===== src/rtl/imem_program_loader.sv =====
// Encodes decoded MIPS instruction descriptions into 32-bit words and writes them to
// consecutive instruction-memory addresses. Optional feature macro: LOADER_CHECKSUM_EN.
module imem_program_loader #(
    parameter int unsigned ADDR_W    = 8,
    parameter int unsigned BASE_ADDR = 0,
    parameter int unsigned MAX_WORDS = 256
) (
    input  logic              clk,
    input  logic              reset_n,
    input  logic              start,
    input  logic              finish,
    input  logic              in_valid,
    output logic              in_ready,
    input  logic [2:0]        in_kind,
    input  logic [4:0]        in_rs,
    input  logic [4:0]        in_rt,
    input  logic [4:0]        in_rd,
    input  logic [4:0]        in_shamt,
    input  logic [5:0]        in_funct,
    input  logic [15:0]       in_imm,
    input  logic [25:0]       in_target,
    output logic              imem_we,
    output logic [ADDR_W-1:0] imem_addr,
    output logic [31:0]       imem_wdata,
    output logic              busy,
    output logic              done,
    output logic              err,
    output logic [ADDR_W:0]   word_count
`ifdef LOADER_CHECKSUM_EN
    ,
    output logic [31:0]       checksum
`endif
);

    typedef enum logic [2:0] {
        S_IDLE,
        S_ACTIVE,
        S_DRAIN,
        S_DONE,
        S_ERROR
    } state_t;

    localparam logic [ADDR_W+1:0] LP_MAX       = (ADDR_W+2)'(MAX_WORDS);
    localparam logic [ADDR_W-1:0] LP_BASE      = ADDR_W'(BASE_ADDR);
    localparam logic [ADDR_W:0]   LP_ONE       = (ADDR_W+1)'(1);
    localparam logic [2:0]        LP_KIND_RSVD = 3'd7;

    state_t            r_state;
    logic              r_fresh;
    logic [ADDR_W+1:0] w_used;
    logic              w_accept;
    logic              w_bad;
    logic [31:0]       w_enc;

    // A beat registered last cycle is still in flight, so it counts against capacity.
    assign w_used   = {1'b0, word_count} + (ADDR_W+2)'(imem_we);
    assign in_ready = (r_state == S_ACTIVE) && !r_fresh && (w_used < LP_MAX);
    assign w_accept = in_valid && in_ready;
    assign w_bad    = w_accept && (in_kind == LP_KIND_RSVD);

    always_comb begin
        w_enc = '0;
        case (in_kind)
            3'd0:    w_enc = {6'b000000, in_rs, in_rt, in_rd, in_shamt, in_funct};
            3'd1:    w_enc = {6'b100011, in_rs, in_rt, in_imm};
            3'd2:    w_enc = {6'b101011, in_rs, in_rt, in_imm};
            3'd3:    w_enc = {6'b000101, in_rs, in_rt, in_imm};
            3'd4:    w_enc = {6'b000010, in_target};
            3'd5:    w_enc = {6'b001000, in_rs, in_rt, in_imm};
            3'd6:    w_enc = {6'b000100, in_rs, in_rt, in_imm};
            default: w_enc = '0;
        endcase
    end

    always_ff @(posedge clk or negedge reset_n) begin
        if (!reset_n) begin
            r_state    <= S_IDLE;
            r_fresh    <= 1'b0;
            imem_we    <= 1'b0;
            imem_addr  <= '0;
            imem_wdata <= '0;
            busy       <= 1'b0;
            done       <= 1'b0;
            err        <= 1'b0;
            word_count <= '0;
        end else begin
            imem_we <= 1'b0;
            r_fresh <= 1'b0;
            if (imem_we) begin
                word_count <= word_count + LP_ONE;
            end
            if (start) begin
                r_state    <= S_ACTIVE;
                r_fresh    <= 1'b1;
                word_count <= '0;
                busy       <= 1'b1;
                done       <= 1'b0;
                err        <= 1'b0;
            end else begin
                case (r_state)
                    S_ACTIVE: begin
                        if (w_bad) begin
                            r_state <= S_ERROR;
                            err     <= 1'b1;
                            busy    <= 1'b0;
                        end else begin
                            // Address accounts for the word being written this cycle.
                            if (w_accept) begin
                                imem_we    <= 1'b1;
                                imem_wdata <= w_enc;
                                imem_addr  <= LP_BASE + w_used[ADDR_W-1:0];
                            end
                            if (finish) begin
                                r_state <= S_DRAIN;
                            end
                        end
                    end
                    S_DRAIN: begin
                        r_state <= S_DONE;
                        busy    <= 1'b0;
                        done    <= 1'b1;
                    end
                    default: ;
                endcase
            end
        end
    end

`ifdef LOADER_CHECKSUM_EN
    always_ff @(posedge clk or negedge reset_n) begin
        if (!reset_n) begin
            checksum <= '0;
        end else if (start) begin
            checksum <= '0;
        end else if (imem_we) begin
            checksum <= checksum ^ imem_wdata;
        end
    end
`endif

endmodule


===== config.mk =====
export PLATFORM = sky130hd
export DESIGN_NAME = imem_program_loader
export DESIGN_NICKNAME = d
export VERILOG_FILES = /design/src/rtl/imem_program_loader.sv
export SDC_FILE = /design/constraint.sdc
export NUM_CORES = 1
export LEC_CHECK = 0
export ABC_AREA = 1
export CORE_MARGIN = 2
export CORE_UTILIZATION = 40
export CTS_CLUSTER_DIAMETER = 60
export DETAILED_ROUTE_END_ITERATION = 7
export GPL_ROUTABILITY_DRIVEN = 0
export GPL_TIMING_DRIVEN = 0
export PLACE_DENSITY = 0.84
export SYNTH_ARGS = -nofsm -noshare
export SYNTH_HDL_FRONTEND = slang
export SYNTH_SLANG_ARGS = --single-unit

===== constraint.sdc =====
create_clock -name clk -period 4.08 [get_ports clk]
set_input_delay 0.816 -clock clk [delete_from_list [all_inputs] [get_ports clk]]
set_output_delay 0.816 -clock clk [all_outputs]
set_load 0.01 [all_outputs]

==> flow_summary.json <==
{
  "die_x_um": 91.88,
  "stdcell_count": 648,
  "clock_sinks": 56,
  "root_buffer": "clkbuf_8",
  "grt_pass1_wl_mm": 14.44,
  "n_fill_cell": 716,
  "synth_top_family_by_area": "simple AND/OR/NAND/NOR gates",
  "drt-initial-drc-count": 148,
  "start_util_pct": 40.61,
  "portBuffers": 128,
  "worst_slew_pin_slew_ps": 719.8,
  "postSynthAreaPerCell_sq_um": 7.553,
  "slew_viol_final": 0,
  "hpwlAfterDp_mm": 6.718,
  "pwr_density_cell_mw_per_mm2": 458.0,
  "drt-wirelength-per-cell_um": 13.18,
  "arrival_ps": 2370,
  "final_area_sq_mm": 0.004609,
  "finalNetCount": 624,
  "via_count": 3046,
  "synth_commonest_cells": "125 x nand2_1, 67 x inv_1, 56 x dfrtp_1",
  "setup_tns_ps": 0,
  "critPathKind": "reg -> out",
  "grt_use_met3_pct": 3.862,
  "yosys-top-cells-area": "dfrtp_1 45%, nand2_1 15%, inv_1 8.1%",
  "status": "finished, final reports clean",
  "clk_latency_ps": 320,
  "synth_warnings": 0,
  "cts_setup_buffers": 0,
  "async_flop_share_pct": 100.0,
  "antenna_found_initial": 0,
  "finalSetupViolations": 0,
  "synth_seq_area_share_pct": 45.36,
  "hold-worst-slack_ps": 500.7,
  "rsz0062_at_grt": "no",
  "hold_class": "reg -> reg",
  "endpoint_kind": "primary output",
  "core.rowCount": 32,
  "cts_buffers": 5,
  "synth_ff_type": "dfrtp_1",
  "core_region_area_sq_mm": 0.007607,
  "n_antenna_cell": 0,
  "via_per_inst": 4.701,
  "hold_buffers": 0,
  "die_area_sq_mm": 0.008442,
  "crit_fanout": 8,
  "synth-adder-area-share_pct": 1.215,
  "leakage_nw": 2.216,
  "synth_seq_cells": 56,
  "slew_headroom_pct": 52.01,
  "cap_violations": 0,
  "die_h_um": 91.88,
  "yosys.area.top_type_share_pct": 45.36,
  "grt.busiest_layer": "met2",
  "dpl-instance-area_sq_mm": 0.004513,
  "startpoint_type": "register",
  "finalCritPeriodShare_pct": 78.07,
  "dr.pass1.iters": 4,
  "synth_mux_area_share_pct": 0,
  "synth_area_sq_mm": 0.003089,
  "yosysMostFrequentCell": "nand2_1",
  "placedCellCount": 640,
  "clock_path_buffers": 2,
  "fin_worst_skew_ps": 18.74,
  "post_cts_resized": 0,
  "cts_tree": "done",
  "drive_gt1_share_pct": 7.875,
  "wl_mm": 8.543,
  "yosys.area.top_type": "dfrtp_1",
  "synth-compound-area-share_pct": 15.15,
  "synth-simple-area-share_pct": 24.46,
  "ios": 130,
  "synth_xor_area_share_pct": 1.701,
  "clk_pin_slew_ps": 120,
  "globalRouteTotalUtil_pct": 21.20,
  "synth_edf_count": 0,
  "hold_violations": 0,
  "grt_max_degree": 31,
  "grt_pass1_vias": 3191,
  "gr-total-overflow": 0,
  "grtUsageMet2_pct": 38.73,
  "cp.required_ps": 3260,
  "syn_inst": 409,
  "met1_usage_pct": 25.41,
  "area_growth_pct": 49.21,
  "synth.distinct_cells": 31,
  "ant_nets": 0,
  "route.detailed.drc": 0,
  "ir_drop_mv": 0.2813,
  "htree_levels": 2,
  "synth.net_count": 488,
  "fmax_mhz": 314.0,
  "fin_crit_ps": 3185
}
## layout make-up
type	count	area, sq um	share of cell area (%)
inverters	71	266.5	5.782
multi-input cells	266	1318	28.58
flip-flops and latches	56	1401	30.40
repair buffers	129	1296	28.12
clock buffers	5	68.82	1.493
well taps	102	127.6	2.769
clock inverters	3	27.53	0.5972
plain buffers	16	103.9	2.253
## power breakdown
group	internal, mW	switching, mW
combinational	0.524	0.420
clock	0.127	0.199
sequential	0.739	0.103
## cells in the final DEF (no fill, tap or decap), types with 2 or more instances in the layout
master | netlist | final
inv_1 | 67 | 67
nor3_1 | 2 | 2
xor2_1 | 4 | 4
ha_1 | 3 | 3
buf_6 | 3 | 3
clkbuf_8 | 0 | 5
nand3_1 | 14 | 14
nor2_4 | 2 | 2
buf_2 | 2 | 3
o21ai_2 | 11 | 11
xnor2_1 | 2 | 2
nand4_1 | 4 | 4
nor2_1 | 22 | 22
nand2_1 | 125 | 125
clkdlybuf4s50_1 | 0 | 127
clkbuf_1 | 8 | 8
o21ai_1 | 9 | 9
o21ai_0 | 32 | 32
buf_4 | 2 | 2
a22o_1 | 7 | 7
dfrtp_1 | 56 | 56
inv_2 | 3 | 3
nand2_2 | 6 | 6
a21oi_1 | 16 | 16
## final timing paths
path / to / cells after the start / slack (ps) / from
max in group asynchronous: imem_addr[5]$_DFFE_PN0P_ / 2 / 2940 / reset_n
worst max-delay path: in_ready / 9 / 890 / imem_we$_DFF_PN0_
worst min register to register: imem_addr[5]$_DFFE_PN0P_ / 2 / 500 / imem_addr[5]$_DFFE_PN0P_
worst max register to register: imem_wdata[7]$_DFFE_PN0P_ / 14 / 1890 / imem_we$_DFF_PN0_
worst min-delay path: imem_addr[5]$_DFFE_PN0P_ / 2 / 500 / imem_addr[5]$_DFFE_PN0P_
min in group asynchronous: imem_wdata[27]$_DFFE_PN0P_ / 1 / 530 / reset_n
## flip-flops by register name, summed over array words and instances, names as in the netlist
name and count:
busy 1, done 1, err 1, imem_addr 8
imem_wdata 31, imem_we 1, r_fresh 1, r_state 3
word_count 9
## cells by family after synthesis
logic type	Yosys count
AND/OR/NAND/NOR	178
buffers and inverters	87
AO/OA/AOI/OAI	78
flip-flops	56
XOR/XNOR	6
adder cells (fa/ha/maj)	3
other	1
## layer usage
metal | part of all wire, % | up-vias
met4 | 1.4 | 0
met2 | 51 | 85
met5 | 0 | -
li1 | - | 1537
met1 | 43 | 1412
met3 | 4.8 | 12
## critical path, cell delays in order, from the launching register on
cell	delay, ps
dfrtp_1	480
ha_1	260
ha_1	210
inv_1	110
nor2_4	60
nand2_1	60
nand2_1	50
nand2_1	80
and2_4	180
clkdlybuf4s50_1	550
## through the flow
stage	power, mW	utilization, %	worst slack, ps
floorplan	1.263	-	1870
global placement	1.769	59.13	392.6
detailed placement	1.802	59.33	1197
CTS	2.129	60.59	893.2
global route	2.264	60.59	778.9
finish	2.111	60.59	894.8
Power figures use the tool's default switching activity.
